[src/rtl/instr_fetch.sv]
// Instruction fetch unit: a small program memory plus an IDLE/RUN/HALT
// sequencer that presents each instruction word to the control unit for a
// number of cycles determined by the word's two-bit type field.
module instr_fetch #(
  parameter int INSTR_WIDTH = 20,
  parameter int ADDR_BITS   = 5,
  parameter int STD_CYC     = 3,
  parameter int LOAD_CYC    = 4,
  parameter int STORE_CYC   = 3
) (
  input  logic                   clk,
  input  logic                   rst,
  input  logic                   run,
  input  logic                   prog_we,
  input  logic [ADDR_BITS-1:0]   prog_addr,
  input  logic [INSTR_WIDTH-1:0] prog_data,
  output logic [INSTR_WIDTH-1:0] instr,
  output logic [ADDR_BITS-1:0]   pc,
  output logic                   busy,
  output logic                   halted
);

  localparam int DEPTH = 1 << ADDR_BITS;
  localparam int MAX_A = (STD_CYC > LOAD_CYC) ? STD_CYC : LOAD_CYC;
  localparam int MAX_N = (MAX_A > STORE_CYC) ? MAX_A : STORE_CYC;
  // The first word after run is held one extra cycle, so the counter must
  // reach MAX_N + 1 without wrapping.
  localparam int CNT_W = $clog2(MAX_N + 2);

  localparam logic [ADDR_BITS-1:0] ADDR_ZERO = '0;
  localparam logic [CNT_W-1:0]     CNT_ONE   = CNT_W'(1);

  typedef enum logic [1:0] {
    S_IDLE = 2'd0,
    S_RUN  = 2'd1,
    S_HALT = 2'd2
  } state_t;

  state_t                 state_q, state_d;
  logic [INSTR_WIDTH-1:0] instr_q, instr_d;
  logic [ADDR_BITS-1:0]   pc_q, pc_d;
  logic [CNT_W-1:0]       cnt_q, cnt_d;

  logic [INSTR_WIDTH-1:0] mem_q [DEPTH];

  logic [ADDR_BITS-1:0]   pc_next;
  logic [INSTR_WIDTH-1:0] word0;
  logic [INSTR_WIDTH-1:0] next_word;

  // Hold length for a word, taken from its top two bits (type 00 = halt).
  function automatic logic [CNT_W-1:0] hold_of(input logic [INSTR_WIDTH-1:0] w);
    logic [CNT_W-1:0] n;
    n = '0;
    case (w[INSTR_WIDTH-1 -: 2])
      2'b01:   n = CNT_W'(STD_CYC);
      2'b10:   n = CNT_W'(LOAD_CYC);
      2'b11:   n = CNT_W'(STORE_CYC);
      default: n = '0;
    endcase
    return n;
  endfunction

  function automatic logic is_halt(input logic [INSTR_WIDTH-1:0] w);
    return (w[INSTR_WIDTH-1 -: 2] == 2'b00);
  endfunction

  // Combinational reads; a write on the same edge as a fetch is seen only
  // by later fetches, so the fetch gets the pre-write content.
  assign pc_next   = pc_q + ADDR_BITS'(1);
  assign word0     = mem_q[ADDR_ZERO];
  assign next_word = mem_q[pc_next];

  // Program memory write port: only while the sequencer is not running.
  // No reset here, so the program survives a reset.
  always_ff @(posedge clk) begin
    if (prog_we && (state_q != S_RUN)) begin
      mem_q[prog_addr] <= prog_data;
    end
  end

  // Sequencer state registers with asynchronous active-low clear.
  always_ff @(posedge clk or negedge rst) begin
    if (!rst) begin
      state_q <= S_IDLE;
      instr_q <= '0;
      pc_q    <= '0;
      cnt_q   <= '0;
    end else begin
      state_q <= state_d;
      instr_q <= instr_d;
      pc_q    <= pc_d;
      cnt_q   <= cnt_d;
    end
  end

  // Next-state logic: start fetch on run, count down holds, advance or halt.
  always_comb begin
    state_d = state_q;
    instr_d = instr_q;
    pc_d    = pc_q;
    cnt_d   = cnt_q;
    case (state_q)
      S_IDLE, S_HALT: begin
        if (run) begin
          pc_d = '0;
          if (is_halt(word0)) begin
            instr_d = '0;
            cnt_d   = '0;
            state_d = S_HALT;
          end else begin
            // Extra lead-in cycle while the control unit leaves reset.
            instr_d = word0;
            cnt_d   = hold_of(word0) + CNT_ONE;
            state_d = S_RUN;
          end
        end
      end
      S_RUN: begin
        if (cnt_q > CNT_ONE) begin
          cnt_d = cnt_q - CNT_ONE;
        end else begin
          pc_d = pc_next;
          if (is_halt(next_word)) begin
            instr_d = '0;
            cnt_d   = '0;
            state_d = S_HALT;
          end else begin
            instr_d = next_word;
            cnt_d   = hold_of(next_word);
          end
        end
      end
      default: begin
        state_d = S_IDLE;
        instr_d = '0;
        pc_d    = '0;
        cnt_d   = '0;
      end
    endcase
  end

  assign instr  = instr_q;
  assign pc     = pc_q;
  assign busy   = (state_q == S_RUN);
  assign halted = (state_q == S_HALT);

endmodule

[config.mk]
export PLATFORM = sky130hd
export DESIGN_NAME = instr_fetch
export DESIGN_NICKNAME = d
export VERILOG_FILES = /design/src/rtl/instr_fetch.sv
export SDC_FILE = /design/constraint.sdc
export NUM_CORES = 1
export LEC_CHECK = 0
export ABC_AREA = 1
export CORE_MARGIN = 8
export CORE_UTILIZATION = 45
export DETAILED_ROUTE_END_ITERATION = 6
export DONT_BUFFER_PORTS = 1
export HOLD_SLACK_MARGIN = 0.06
export PLACE_DENSITY_LB_ADDON = 0.05
export SLEW_MARGIN = 15
export SYNTH_ARGS = -nofsm -noshare
export SYNTH_HDL_FRONTEND = slang
export SYNTH_SLANG_ARGS = --single-unit
export TNS_END_PERCENT = 10
[constraint.sdc]
create_clock -name clk -period 3.7 [get_ports clk]
set_input_delay 0.37 -clock clk [delete_from_list [all_inputs] [get_ports clk]]
set_output_delay 0.37 -clock clk [all_outputs]
set_load 0.05 [all_outputs]
==> Flow_metrics.wiki <==
{| class="wikitable"
! Metric !! Value
|-
| Total count of max-transition violations in the final report || 0
|-
| Cell depth of the worst flop-to-flop path || 12
|-
| Starting utilization of the core area || 45.4%
|-
| Core Rows || 90
|-
| Detailed Route WL || 78.3 mm
|-
| Remaining max-slew budget at the tightest pin || 20.8%
|-
| M2 GR Usage || 35.1%
|-
| Worst reg2reg setup slack || 0.70 ns
|-
| VDD IR max || 455 uV
|-
| Switching Fraction || 34.2%
|-
| Share of synthesized cell area in and, or, nand and nor gates || 23.0%
|-
| Top-level I/O count || 56
|-
| Critical path data arrival time || 3.46 ns
|-
| Chip width || 263 um
|-
| Yosys synthesis warning count || 0
|-
| Adder-cell share of the synthesized area || 0.137%
|-
| Reg2reg end || state_q[1]
|-
| TritonCTS Sinks || 670
|-
| Sequential share of the synthesized area || 72.9%
|-
| Routability Congestion || 0.813
|-
| Net switching power figure || 0.00743 W
|-
| Crit path max fanout || 149
|-
| Half-perimeter wire length after detailed placement || 42.8 mm
|-
| Die Height || 263 um
|-
| Startpoint of the lowest-slack register-to-register path || pc[0]
|-
| Final Setup Violations || 0
|-
| Most common library cells after synthesis || nand2_1, edfxtp_1, nand3_1
|-
| Global-route layer with the greatest usage || met2
|-
| Pin count of the biggest net entering global routing || 178
|-
| Fin crit period || 3.00 ns
|-
| Number of CTS-inserted buffers || 73
|-
| First-pass iteration count of the detailed router || 5
|-
| Clock latency on the worst-skew pair || 0.60 ns
|-
| Synth Register Bits || 670
|-
| Max cap viols || 0
|-
| Post-synthesis share of cell area spent on xor and xnor gates || 0.187%
|-
| Synth Area in Compound Gates || 0.553%
|-
| Power density over cell area || 694 mW/mm2
|-
| Hold Path Stages || 1
|-
| Post-Synthesis Cells || 2,380
|-
| Final antenna diode count || 0
|-
| Fraction of final layout cells with drive strength greater than 1 || 9.51%
|-
| Terminating pin of the worst hold path || mem_q[30][15]
|-
| Yosys top cell area share || 70.2%
|-
| Relative area change from synthesis to final layout || 14.4%
|-
| EDFF count, synth || 640
|-
| Synthesized cell area || 0.0274 mm2
|-
| Post-route clock period utilization || 81.0%
|-
| Top cell type by total area after synthesis || edfxtp_1
|-
| Leading post-synthesis cells by cell area || edfxtp_1, nand2_1, nand3_1
|-
| Global-route usage over all layers || 22.4%
|-
| Clock network power share || 32.0%
|-
| Antenna violation net count after detailed routing || 0
|-
| Most instantiated flip-flop cell in the synthesis netlist || edfxtp_1
|-
| Global-route wire length before repair || 117 mm
|-
| Final total negative setup slack || 0 ns
|-
| Final clock skew || 0.0169 ns
|-
| Initial antenna violation count || 0
|-
| Die area || 0.0690 mm2
|-
| TritonCTS clock tree || built
|-
| Unrepaired setup endpoints after global routing || false
|-
| Average footprint of a synthesized cell || 11.5 um2
|-
| Pin slew with the least headroom to its limit || 1.19 ns
|-
| Type of origin of the critical path || register
|-
| Endpoint kind of the worst setup timing path || register
|-
| Net count after synthesis || 2,412
|-
| Portion of total power attributed to sequential cells || 41.6%
|-
| Number of distinct library cell variants in the gate-level netlist after synthesis || 22
|-
| Routed vias || 17,900
|-
| Core outline area || 0.0602 mm2
|-
| Sum of overflow across all layers after global routing || 0
|-
| Cells resized by post-CTS repair || 0
|-
| Clock Tree Root || clkbuf_16
|-
| DRC marker count from the first detailed-route iteration || 1,646
|-
| Critical path class || register to register
|-
| Library cell with the highest instance count after synthesis || nand2_1
|-
| Number of vias per cell || 5.50
|-
| Main combinational cell family by area after synthesis || simple AND/OR/NAND/NOR gates
|-
| Combinational share of power || 26.4%
|-
| Utilization after layout || 52.0%
|-
| Fillers || 5,240
|-
| Post-layout nets || 2,454
|-
| Hold Vio Cnt, Final || 0
|-
| Worst EP required || 4.17 ns
|-
| Portion of netlist area occupied by mux cells || 0%
|-
| Routed length per placed instance || 24.1 um
|-
| Met3 Track Usage GR || 4.11%
|-
| Post-synthesis async set-or-reset flop share || 4.48%
|-
| Total leakage power || 11.5 nW
|-
| Number of H-tree levels || 3
|-
| Met1 GRT Util || 32.1%
|-
| Pre-CTS setup slack || 0.765 ns
|-
| Min-delay src || prog_data[15]
|-
| Design internal power || 0.0143 W
|-
| Minimum setup slack in the final design || 0.704 ns
|-
| Worst hold path type || input port to register
|-
| Clk slew on worst S/H paths || 0.06 ns
|-
| Via count of the first global-routing pass || 17,300
|-
| Upper clock frequency limit || 0.334 GHz
|-
| Number of port buffers || 0
|-
| Run status || completed
|-
| Total DRC errors in the routed layout || 0
|-
| Longest Clk Path Bufs || 3
|}
[worst max path at each step]
stage | start | to | slack, ns | depth (start not counted)
after global routing | pc[0] | instr[15] | 0.60 | 12
after floorplan | pc[0] | instr[12] | 1.24 | 15
after CTS | pc[2] | instr[3] | 0.76 | 10
after global placement | pc[2] | instr[3] | 0.79 | 10
final | pc[0] | state_q[1] | 0.70 | 12
after detailed placement | pc[2] | instr[3] | 0.77 | 10
[cells by family after synthesis]
logic type,after synthesis
AND/OR/NAND/NOR,1481
flip-flops,670
buffers and inverters,193
AO/OA/AOI/OAI,28
XOR/XNOR,5
adder cells (fa/ha/maj),3
[routing by layer]
metal | wire (um) | up-vias
li1 | - | 8376
met1 | 35200 | 8880
met2 | 36100 | 540
met3 | 5460 | 93
met4 | 1560 | 0
met5 | 0 | -
[final cells by class]
class                           instances  area (um2)  area share, %
Clock buffer                           92        2000           6.39
Clock inverter                         31         260          0.831
Inverter                               52         208          0.663
Multi-Input combinational cell       1517        6690           21.4
Sequential cell                       670       20000           63.8
Tap cell                              782         978           3.12
Timing Repair Buffer                  108        1200           3.84
[power by group through the flow]
| stage | combinational (W) | clock, W | sequential [W] |
|---|---|---|---|
| global placement | 0.00556 | 0 | 0.00919 |
| floorplan | 0.00390 | 0 | 0.00911 |
| detailed placement | 0.00558 | 0 | 0.00919 |
| finish | 0.00574 | 0.00696 | 0.00903 |
| CTS | 0.00579 | 0.00711 | 0.00903 |
| global route | 0.00642 | 0.00737 | 0.00905 |
[sequential cells by signal, summed over array words and instances (netlist names)]
name     cells
mem_q      640
instr       20
pc           5
cnt_q        3
state_q      2
[per-stage QoR]
stage	cell area, um2	total power (W)	std cells	hold WS (ns)
global placement	28500	0.0147	3089	0.0757
finish	31300	0.0217	3252	0.0791
floorplan	27400	0.0130	2380	0.0744
global route	31300	0.0228	3252	0.0684
CTS	31300	0.0219	3252	0.0638
detailed placement	28500	0.0148	3089	0.0757
[critical path: stages (launching register included)]
cell	delay (ns)
dfrtp_4	0.51
buf_12	0.39
nand2_1	0.14
nand3_1	0.13
nand3_1	0.07
nand3_1	0.10
nand3_1	0.23
nand2_1	0.25
nand2_4	0.22
nand2_1	0.14
nand2_1	0.07
nand2_1	0.06
o21ai_0	0.08
[cells in the final DEF (no fill, tap or decap), types with 13 or more instances in the layout]
cell type,synthesis,routed
nor2_1,55,22
dfrtp_1,30,29
nand3_1,577,577
clkinv_2,0,13
nand2_1,848,848
clkbuf_16,0,75
inv_1,50,49
nor2_2,0,32
dlygate4sd3_1,0,19
buf_12,0,28
buf_4,8,59
o21ai_0,14,14
edfxtp_1,640,640
[repair_timing]
action / 4_1_cts / 5_1_grt
hold buffers: 40 / 0
endpoints found under the hold margin: 674 / 0
buffers inserted: 0 / 0
Power figures use the tool's default switching activity.
